===== src/rtl/instr_fetch_if.sv =====
// Instruction fetch bus: start control, instruction-ROM port, decoder feedback
// and status. The slave modport is the fetch unit; master is its environment.
// Optional FETCH_STALL_EN adds the stall input.
interface instr_fetch_if;
    logic        start;
    logic [9:0]  start_addr;
    logic [9:0]  imem_addr;
    logic [8:0]  imem_data;
    logic [8:0]  instr;
    logic        instr_valid;
    logic [9:0]  instr_pc;
    logic        branch_en;
    logic        branch_taken;
    logic [9:0]  branch_target;
    logic        done;
    logic        halted;
    logic [15:0] cycle_count;
`ifdef FETCH_STALL_EN
    logic        stall;
`endif

    modport slave (
`ifdef FETCH_STALL_EN
        input  stall,
`endif
        input  start, start_addr, imem_data,
        input  branch_en, branch_taken, branch_target, done,
        output imem_addr, instr, instr_valid, instr_pc, halted, cycle_count
    );

    modport master (
`ifdef FETCH_STALL_EN
        output stall,
`endif
        output start, start_addr, imem_data,
        output branch_en, branch_taken, branch_target, done,
        input  imem_addr, instr, instr_valid, instr_pc, halted, cycle_count
    );
endinterface


===== src/rtl/instr_fetch.sv =====
// Instruction fetch sequencer for a synchronous instruction ROM.
// Optional build macro: FETCH_STALL_EN (adds a stall input that freezes fetch).
//
// state | meaning
// ------+----------------------------------------------------------------
// IDLE  | out of reset, waiting for start
// FILL  | address issued to ROM, no instruction yet (start/branch bubble)
// RUN   | ROM data is a live instruction; next address issued every cycle
// HALT  | program done; halted held until the next start
module instr_fetch (
    input  logic          clk,
    input  logic          rst_n,
    instr_fetch_if.slave  bus
);

    typedef enum logic [1:0] {IDLE, FILL, RUN, HALT} state_t;

    state_t      state, state_nx;
    logic [9:0]  pc, pc_nx;
    logic [15:0] cnt, cnt_nx;
    logic [15:0] cnt_inc;
    logic        stall;
    logic        valid;
    logic [8:0]  instr_live;

`ifdef FETCH_STALL_EN
    // The ROM keeps returning the word at the frozen pc, which is the next
    // instruction, so the one on display is held locally across a stall.
    logic        stall_q;
    logic [8:0]  instr_hold;

    assign stall = bus.stall;

    // Remember the displayed instruction and whether RUN was stalled.
    always_ff @(posedge clk or negedge rst_n) begin
        if (!rst_n) begin
            stall_q    <= 1'b0;
            instr_hold <= 9'd0;
        end else begin
            stall_q    <= stall && (state == RUN);
            instr_hold <= bus.instr;
        end
    end

    assign instr_live = stall_q ? instr_hold : bus.imem_data;
`else
    assign stall      = 1'b0;
    assign instr_live = bus.imem_data;
`endif

    assign cnt_inc = (cnt == 16'hFFFF) ? cnt : cnt + 16'd1;

    // State, pc and cycle counter registers.
    always_ff @(posedge clk or negedge rst_n) begin
        if (!rst_n) begin
            state <= IDLE;
            pc    <= 10'd0;
            cnt   <= 16'd0;
        end else begin
            state <= state_nx;
            pc    <= pc_nx;
            cnt   <= cnt_nx;
        end
    end

    // Next-state logic; decoder feedback is only looked at in RUN, the one
    // state where instr_valid is high. done outranks a taken branch.
    always_comb begin
        state_nx = state;
        pc_nx    = pc;
        cnt_nx   = cnt;
        case (state)
            IDLE, HALT: begin
                if (bus.start) begin
                    pc_nx    = bus.start_addr;
                    cnt_nx   = 16'd0;
                    state_nx = FILL;
                end
            end
            FILL: begin
                if (!stall) begin
                    pc_nx    = pc + 10'd1;
                    cnt_nx   = cnt_inc;
                    state_nx = RUN;
                end
            end
            RUN: begin
                if (!stall) begin
                    cnt_nx = cnt_inc;
                    if (bus.done) begin
                        state_nx = HALT;
                    end else if (bus.branch_en && bus.branch_taken) begin
                        pc_nx    = bus.branch_target;
                        state_nx = FILL;
                    end else begin
                        pc_nx = pc + 10'd1;
                    end
                end
            end
            default: state_nx = IDLE;
        endcase
    end

    // Outputs decode straight from state and pc so reset clears them at once.
    assign valid            = (state == RUN);
    assign bus.imem_addr    = pc;
    assign bus.instr_valid  = valid;
    assign bus.instr        = valid ? instr_live : 9'd0;
    assign bus.instr_pc     = valid ? pc - 10'd1 : 10'd0;
    assign bus.halted       = (state == HALT);
    assign bus.cycle_count  = cnt;

endmodule


===== src/flat_wrapper.sv =====
// flat-port wrapper written by rule: the top's interface ports become plain ports
module instr_fetch_flat 
  (clk, rst_n, bus_start, bus_start_addr, bus_imem_data, bus_branch_en, bus_branch_taken, bus_branch_target, bus_done, bus_imem_addr, bus_instr, bus_instr_valid, bus_instr_pc, bus_halted, bus_cycle_count);
  instr_fetch_if bus_i ();
  input  logic clk;
  input  logic rst_n;
  input wire logic [$bits(bus_i.start)-1:0] bus_start;
  input wire logic [$bits(bus_i.start_addr)-1:0] bus_start_addr;
  input wire logic [$bits(bus_i.imem_data)-1:0] bus_imem_data;
  input wire logic [$bits(bus_i.branch_en)-1:0] bus_branch_en;
  input wire logic [$bits(bus_i.branch_taken)-1:0] bus_branch_taken;
  input wire logic [$bits(bus_i.branch_target)-1:0] bus_branch_target;
  input wire logic [$bits(bus_i.done)-1:0] bus_done;
  output wire logic [$bits(bus_i.imem_addr)-1:0] bus_imem_addr;
  output wire logic [$bits(bus_i.instr)-1:0] bus_instr;
  output wire logic [$bits(bus_i.instr_valid)-1:0] bus_instr_valid;
  output wire logic [$bits(bus_i.instr_pc)-1:0] bus_instr_pc;
  output wire logic [$bits(bus_i.halted)-1:0] bus_halted;
  output wire logic [$bits(bus_i.cycle_count)-1:0] bus_cycle_count;
  assign bus_i.start = bus_start;
  assign bus_i.start_addr = bus_start_addr;
  assign bus_i.imem_data = bus_imem_data;
  assign bus_i.branch_en = bus_branch_en;
  assign bus_i.branch_taken = bus_branch_taken;
  assign bus_i.branch_target = bus_branch_target;
  assign bus_i.done = bus_done;
  assign bus_imem_addr = bus_i.imem_addr;
  assign bus_instr = bus_i.instr;
  assign bus_instr_valid = bus_i.instr_valid;
  assign bus_instr_pc = bus_i.instr_pc;
  assign bus_halted = bus_i.halted;
  assign bus_cycle_count = bus_i.cycle_count;
  instr_fetch u_core (.clk(clk), .rst_n(rst_n), .bus(bus_i));
endmodule

===== config.mk =====
export PLATFORM = sky130hd
export DESIGN_NAME = instr_fetch_flat
export DESIGN_NICKNAME = d
export VERILOG_FILES = /design/src/rtl/instr_fetch_if.sv /design/src/rtl/instr_fetch.sv /design/src/flat_wrapper.sv
export SDC_FILE = /design/constraint.sdc
export NUM_CORES = 1
export LEC_CHECK = 0
export CAP_MARGIN = 25
export CORE_MARGIN = 3
export CORE_UTILIZATION = 45
export DETAILED_ROUTE_END_ITERATION = 10
export GPL_TIMING_DRIVEN = 0
export HOLD_SLACK_MARGIN = 0.08
export PLACE_DENSITY = 0.87
export SLEW_MARGIN = 20
export SYNTH_ARGS = -nofsm -noshare
export SYNTH_HDL_FRONTEND = slang
export SYNTH_SLANG_ARGS = --single-unit

===== constraint.sdc =====
create_clock -name clk -period 2.7 [get_ports clk]
set_input_delay 0.54 -clock clk [delete_from_list [all_inputs] [get_ports clk]]
set_output_delay 0.54 -clock clk [all_outputs]
set_load 0.05 [all_outputs]

**Yosys cells after proc, flatten, opt, wreduce, memory -nomap -nowiden**

Cells that the tools add are included.

- Bits in registers: 28
- Output and inout bits: 47
- Input bits: 35

- Add/sub/neg operators: 3
- Muxes and demuxes: 13
- Reduce and logical (&&, ||, !) cells: 7
- Equal/unequal tests: 8

Operators by type and width:

| operator | count |
|---|---|
| $mux W10 | 4 |
| $mux W16 | 2 |
| $pmux W16 S2 | 1 |
| $pmux W10 S3 | 1 |
| $add A16 B1 Y16 const B | 1 |
| $eq A16 B16 Y1 const B | 1 |
| $add A10 B1 Y10 const B | 1 |
| $sub A10 B1 Y10 const B | 1 |
| $mux W9 | 1 |
| $mux W2 | 3 |
| $ne A2 B2 Y1 const B | 3 |
| $pmux W2 S3 | 1 |
| $reduce_and A2 Y1 | 3 |
| $eq A2 B2 Y1 const B | 2 |
| $reduce_or A2 Y1 | 2 |
| $ne A3 B3 Y1 const B | 1 |
| $eq A2 B1 Y1 const B | 1 |
| $logic_not A2 Y1 | 1 |
| $logic_and A1 B1 Y1 | 1 |

**Longest topological paths before layout**

Gate-level depths: netlist of run 1.

- Depth after elaboration: 4
- Gate-level depth with buffers: 7

**Worst setup path after synthesis of run 1**

Ideal clock, no wire load.

- Path type: register to output
- Start point: reg u_core.pc[2], in the netlist u_core.bus.imem_addr[2]
- End point: out bus_instr_pc[6]
- Data required time: 2.160 ns
- Slack: -0.480 ns
- Stages on the path, launching flop included: 6
- Arrival: 2.640 ns
- Path through: dfrtp_1 clkbuf_1 nor3_2 nand2_1 or3_1 a21boi_0

- Cells in the longest elaborated chain, start to end: 2

Ends and longest elaborated chain:

| item | line | RTL |
|---|---|---|
| start, declared | instr_fetch.sv:19 | `logic [9:0] pc, pc_nx;` |
| start signal, assigned | instr_fetch.sv:61 | `pc <= pc_nx;` |
| $sub A10 B1 Y10 | instr_fetch.sv:109 | `assign bus.instr_pc = valid ? pc - 10'd1 : 10'd0;` |
| $mux W10 | instr_fetch.sv:109 |  |
| end, declared | flat_wrapper.sv:17 | `output wire logic [$bits(bus_i.instr_pc)-1:0] bus_instr_pc;` |

Every way passes these cells.

**Worst setup path in the final report of run 1**

- Start point: reg u_core.state[0]
- End point: out bus_instr[4]

- Cells in the longest elaborated chain, start to end: 2

Ends and longest elaborated chain:

| item | line | RTL |
|---|---|---|
| start, declared | instr_fetch.sv:18 | `state_t state, state_nx;` |
| start signal, assigned | instr_fetch.sv:60 | `state <= state_nx;` |
| $eq A2 B2 Y1 | instr_fetch.sv:105 | `assign valid = (state == RUN);` |
| $mux W9 | instr_fetch.sv:108 | `assign bus.instr = valid ? instr_live : 9'd0;` |
| end, declared | flat_wrapper.sv:15 | `output wire logic [$bits(bus_i.instr)-1:0] bus_instr;` |

Every way passes these cells.

==> out/qor.csv, run 1 <==
metric;value;unit
status;finished clean;
clock transition at the registers of the reported paths;0.10;ns
Worst Setup Start Kind;flop;
initial antenna violation count;0;
Post-Syn Area;2261;um^2
DP Cell Count;424;
DP Worst Slack;-0.2200;ns
Max Slew Vio Count;0;
critical path class;reg -> out;
Core Area;4786;um^2
via count;2533;
Seq pwr share;0.221;
CTS tree;built;
Root Buffer;clkbuf_8;
FF-to-FF setup slack;0.55;ns
slew margin rel.;0.5163;
Rows;25;
Psw;1.948;mW
# diodes;0;
Peak VDD IR;0.4283;mV
synthesized area per cell;8.192;um^2
RSZ-0062 raised after global routing;no;
pwr dens;1090;nW/um^2
largest net degree at the start of global routing;29;
total CTS buffers;3;
Detailed Route WL;6815;um
final hold vios;0;
drt wl/cell;15.96;um
FMAX;386.4;MHz
clk sinks;28;
Post-Layout Cell Count;427;
CP cell instances;inv_1, ha_1, clkbuf_1, and2_1, dlygate4sd2_1;
Initial DRC Count;258;
share of cells above drive strength 1;0.08333;
Area growth, synth to finish;40.84;%
Final GP Congestion;0.9084;
Critical Path Fanout Max;10;
combinational share of power;0.700;
drc violations;0;
crit share post-route;0.9586;
CP max stage cell;dlygate4sd2_1;
WP data required;2.16;ns
number of synthesized flops with an enable pin;0;
die height;76.88;um
worst setup margin;0.1119;ns
fill count;431;
async set-or-reset flop fraction in the synthesized netlist;1.000;
total grt overflow;0;
vias in the first global route;2437;
Clock Tree Buf Depth;2;
router iterations before antenna repair;4;
Initial Util;0.4724;
warnings from Yosys;0;
crit path DAT;2.05;ns
die area;5911;um^2
I/O Buffers;81;
post-route ant nets;0;
Hold Path Class;in -> async;
R2R depth;7;
first-pass GRT wire length;11360;um
Final Setup Violations;0;
gr usage total;0.2307;
worst skew pair latency;0.29;ns
clock share of power;0.079;
syn_nets;318;
r2r startpoint;u_core.state[0];
Synth cell types;53;
overall die width;76.88;um
CTS H-tree depth;1;
Switching Share;0.5612;
leakage;1.227;nW
register bit count reported by yosys;28;
Post-Syn Instances;276;
NumNets Final;403;
Int Pwr;1.523;mW
MaxCap Viol Count;0;
CP peak stage delay;0.52;ns
Primary FF master, synth;dfrtp_1;
Final min period;2.588;ns
# IOs;82;
drt via density;5.932;
CP endpoint kind;output pin;
Slew @ Worst Pin;0.7229;ns
post-synthesis sequential area ratio;0.3099;
DP Wirelength;5075;um
Worst R2R End;u_core.bus.imem_addr[3];
Setup Skew;0.005154;ns
-- sequential cells by signal, indices dropped and copies added, names as in the netlist --
register	count
u_core.bus.cycle_count	16
u_core.state	2
u_core.bus.imem_addr	10
-- synth_stat cells, types with 2 or more instances --
cell | count | share of area
dfrtp_1 | 28 | 0.31
nand2_1 | 27 | 0.045
o21ai_0 | 20 | 0.044
and2_1 | 18 | 0.050
a21oi_1 | 16 | 0.035
nand3_1 | 15 | 0.033
inv_1 | 13 | 0.022
clkbuf_1 | 12 | 0.020
nand4_1 | 9 | 0.025
nor2_1 | 8 | 0.013
ha_1 | 7 | 0.039
nand2b_1 | 6 | 0.017
or3_1 | 6 | 0.017
xnor2_1 | 6 | 0.023
a21boi_0 | 5 | 0.017
a221oi_1 | 5 | 0.019
nor3_1 | 5 | 0.011
o31ai_1 | 5 | 0.017
or4_1 | 5 | 0.017
a31oi_1 | 4 | 0.011
nor4_1 | 4 | 0.011
o41ai_1 | 4 | 0.015
a31o_2 | 3 | 0.012
and4_1 | 3 | 0.012
nor2b_1 | 3 | 0.0083
a2111o_1 | 2 | 0.010
a211oi_1 | 2 | 0.0066
a21o_1 | 2 | 0.0066
buf_2 | 2 | 0.0044
mux2i_1 | 2 | 0.0089
nand4b_1 | 2 | 0.0077
o211ai_1 | 2 | 0.0066
o22ai_1 | 2 | 0.0055
o311ai_0 | 2 | 0.0077
o31a_1 | 2 | 0.0077
xor2_1 | 2 | 0.0077
-- cell type report --
class | count | area, um^2 | share of cell area
tap | 67 | 83.83 | 0.02633
inverter | 13 | 48.80 | 0.01532
clock buffer | 4 | 55.05 | 0.01729
buffer | 14 | 58.81 | 0.01847
timing repair buffer | 82 | 780.7 | 0.2452
sequential | 28 | 700.7 | 0.2200
multi-input combinational | 219 | 1456 | 0.4574
-- routing by layer --
layer	up-vias	routed length, um	track usage
li1	1208	-	-
met1	1186	2959	0.2965
met2	134	3246	0.3859
met3	5	550	0.05047
met4	0	58	0.07065
met5	-	0	0
-- power by group through the flow --
stage / logic, mW / clock network (mW) / registers, mW
5_1_grt: 2.62 / 0.296 / 0.793
3_3_place_gp: 2.41 / 0 / 0.718
2_1_floorplan: 1.40 / 0 / 1.06
4_1_cts: 2.45 / 0.278 / 0.715
6_report: 2.43 / 0.276 / 0.767
3_5_place_dp: 2.47 / 0 / 0.722
-- cell usage in the layout (no fill, tap or decap), types with 8 or more instances in the layout --
cell type,netlist,layout
clkdlybuf4s50_1,0,61
dfrtp_1,28,28
nand2_1,27,27
o21ai_0,20,20
and2_1,18,18
a21oi_1,16,16
nand3_1,15,15
inv_1,13,13
clkbuf_1,12,10
nand4_1,9,9
nor2_1,8,8
-- timing repair --
item / CTS / global route
setup endpoints to repair: 19 / 16
setup buffers: 0 / 1
pin swaps: 0 / 1
endpoints found under the hold margin: 0 / 0
resized for setup: 32 / 21
hold buffers: 0 / 0
-- worst max-delay path: cells and delay by family (launching register included) --
family                   cells  cell delay [ns]
buffers and inverters        3             0.86
flip-flops                   1             0.44
adder cells (fa/ha/maj)      1             0.31
AND/OR/NAND/NOR              1             0.16
-- cells by family (layout without fill, tap and decap cells) --
logic type,Yosys count,count (layout),synth area share
AO/OA/AOI/OAI,84,84,0.2524
AND/OR/NAND/NOR,118,118,0.3083
buffers and inverters,29,113,0.05091
multiplexers,2,2,0.008855
flip-flops,28,28,0.3099
XOR/XNOR,8,8,0.03099
adder cells (fa/ha/maj),7,7,0.03874
-- stage by stage --
stage | hold slack (ns) | TNS [ns] | util | power [mW] | cell area [um^2]
after detailed placement | 0.5629 | -0.3465 | 0.6583 | 3.193 | 3151
after global placement | 0.5309 | -0.1574 | 0.6593 | 3.131 | 3156
after CTS | 0.2943 | 0 | 0.6675 | 3.445 | 3194
final | 0.2721 | 0 | 0.6654 | 3.471 | 3184
after global routing | 0.3136 | 0 | 0.6654 | 3.706 | 3184
after floorplan | 0.2444 | -0.1180 | - | 2.452 | 2261
-- how the worst max path moves through the flow --
stage	startpoint	endpoint	slack [ns]	cells after the start
floorplan	u_core.bus.imem_addr[2]	bus_instr_pc[6]	-0.12	5
global placement	u_core.bus.imem_addr[2]	bus_instr_pc[6]	-0.16	6
detailed placement	u_core.bus.imem_addr[2]	bus_instr_pc[6]	-0.22	6
CTS	u_core.state[0]	bus_instr_pc[4]	0.03	5
global route	u_core.state[0]	bus_instr[4]	0.002	5
finish	u_core.state[0]	bus_instr[4]	0.11	5
No activity file was read; power rests on OpenSTA's default activity.
==> run 2: changes to the inputs <==
==> constraint.sdc (replaced) <==
create_clock -name clk -period 2.7 [get_ports clk]
set_input_delay 0.405 -clock clk [delete_from_list [all_inputs] [get_ports clk]]
set_output_delay 0.405 -clock clk [all_outputs]
set_load 0.05 [all_outputs]
==> run 2 against run 1 <==
Effect of this change: die area unchanged; worst hold slack lost 0.14 ns; register-to-register slack about the same; critical path depth is 1 higher; power fell by 1.0%; flip-flop and latch count unchanged; sequential share of layout area about the same; global-route usage about the same; non-clock buffer count unchanged; final area barely moved; count of clock-buffer cells in the layout unchanged; clock skew down 0.0032 ns; largest cell class unchanged.
==> out/qor.csv, run 2 (synthesis results as in run 1) <==
metric;value;unit;change
status;finished clean;;unchanged
crit share post-route;0.9608;;was 0.9586
gr usage total;0.2304;;was 0.2307
Initial Util;0.4724;;unchanged
CP max stage cell;dfrtp_1;;was dlygate4sd2_1
Placement Cell Area;3151;um^2;unchanged
# IOs;82;;unchanged
initial antenna violation count;0;;unchanged
Register Area;700.7;um^2;unchanged
post-route ant nets;0;;unchanged
pwr dens;1080;nW/um^2;was 1090 nW/um^2
Post-CTS Resized;22;;was 32
drt wl/cell;15.60;um;was 15.96 um
number of flip-flops in the largest register;16;;unchanged
die height;76.88;um;unchanged
NumNets Final;403;;unchanged
most common cell after layout, fill and taps aside;clkdlybuf4s50_1;;unchanged
CP cell instances;clkbuf_1, nor3_4, nand2_1, or3_1, a21boi_1, clkdlybuf4s15_2;;was inv_1, ha_1, clkbuf_1, and2_1, dlygate4sd2_1
first-pass GRT wire length;11360;um;unchanged
overall die width;76.88;um;unchanged
layer with the highest usage;met2;;unchanged
drc violations;0;;unchanged
Pwr Total;3.437;mW;was 3.471 mW
top cell family by delay on the critical path;simple AND/OR/NAND/NOR gates;;was buffers and inverters
DP Worst Slack;-0.08499;ns;was -0.2200 ns
share of cells above drive strength 1;0.05278;;was 0.08333
commonest cells after routing, fill and taps aside;clkdlybuf4s50_1 (61), dfrtp_1 (28), nand2_1 (27);;unchanged
# diodes;0;;unchanged
worst hold slack;0.1369;ns;was 0.2721 ns
vias in the first global route;2439;;was 2437
GR Layer Usage met2;0.3850;;was 0.3859
fill count;434;;was 431
total grt overflow;0;;unchanged
Final min period;2.594;ns;was 2.588 ns
Initial DRC Count;243;;was 258
Hold Path Class;in -> async;;unchanged
largest net degree at the start of global routing;29;;unchanged
Crit path buffers/inverters;2;;was 3
fin util;0.6651;;was 0.6654
I/O Buffers;81;;unchanged
final hold vios;0;;unchanged
Max Slew Vio Count;0;;unchanged
via count;2523;;was 2533
Core Area;4786;um^2;unchanged
Setup Skew;0.001921;ns;was 0.005154 ns
CTS H-tree depth;1;;unchanged
CTS Hold Bufs;0;;unchanged
clock transition at the registers of the reported paths;0.10;ns;about the same
met1 usage;0.2962;;was 0.2965
RSZ-0062 raised after global routing;no;;unchanged
DP Wirelength;5075;um;unchanged
Worst Setup Start Kind;flop;;unchanged
Slew @ Worst Pin;0.7232;ns;was 0.7229 ns
postcts setup bufs;0;;unchanged
drt via density;5.909;;was 5.932
Detailed Route WL;6660;um;was 6815 um
WP data required;2.30;ns;was 2.16 ns
met3 Use GR;0.05047;;unchanged
CP peak stage delay;0.39;ns;was 0.52 ns
FMAX;385.5;MHz;was 386.4 MHz
Final Setup Violations;0;;unchanged
clk sinks;28;;unchanged
router iterations before antenna repair;4;;unchanged
MaxCap Viol Count;0;;unchanged
crit path DAT;2.19;ns;was 2.05 ns
CTS tree;built;;unchanged
Area growth, synth to finish;40.79;%;was 40.84%
Final GP Congestion;0.9084;;unchanged
CP endpoint kind;output pin;;unchanged
die area;5911;um^2;unchanged
Clock Tree Buf Depth;2;;unchanged
area of the multi-input gates;1451;um^2;was 1456 um^2
Peak VDD IR;0.4197;mV;was 0.4283 mV
Rows;25;;unchanged
Critical Path Fanout Max;7;;was 10
slew margin rel.;0.5161;;was 0.5163
worst setup margin;0.1058;ns;was 0.1119 ns
critical path class;reg -> out;;unchanged
total CTS buffers;3;;unchanged
Root Buffer;clkbuf_8;;unchanged
final instance area;3183;um^2;was 3184 um^2
worst skew pair latency;0.29;ns;about the same
leakage;1.276;nW;was 1.227 nW
==> run 2: final timing paths <==
kind	from	endpoint	slack [ns]	depth (start not counted)
worst max-delay path	u_core.bus.imem_addr[4]	bus_instr_pc[6]	0.11	6
worst min-delay path	rst_n	u_core.bus.cycle_count[13]	0.14	1
worst min register to register	u_core.state[1]	u_core.state[1]	0.58	2
min in group clk	u_core.state[1]	u_core.state[1]	0.58	2
max in group asynchronous	rst_n	u_core.bus.cycle_count[5]	2.14	1
worst max register to register	u_core.state[0]	u_core.bus.imem_addr[6]	0.55	7
==> run 2: metrics by stage <==
step | TNS [ns] | cells
detailed placement | -0.08499 | 424
global route | 0 | 427
finish | 0 | 427
floorplan | 0 | 276
CTS | 0 | 428
global placement | -0.02240 | 424
==> run 2: power by group <==
part	internal [mW]	switching (mW)	total [mW]
clock network	0.131	0.141	0.272
registers	0.551	0.191	0.742
logic	0.832	1.59	2.42
total	1.51	1.92	3.44
==> run 2: cell type report <==
type,instances,area share
plain buffers,15,0.01965
clock buffers,4,0.01730
inverters,13,0.01533
multi-input cells,219,0.4560
flip-flops and latches,28,0.2201
well taps,67,0.02634
repair buffers,81,0.2453
==> run 2: routing by layer <==
metal / vias up / routed length [um]
met3: 7 / 518
met2: 125 / 3184
met4: 0 / 61
met5: - / 0
met1: 1180 / 2896
li1: 1211 / -
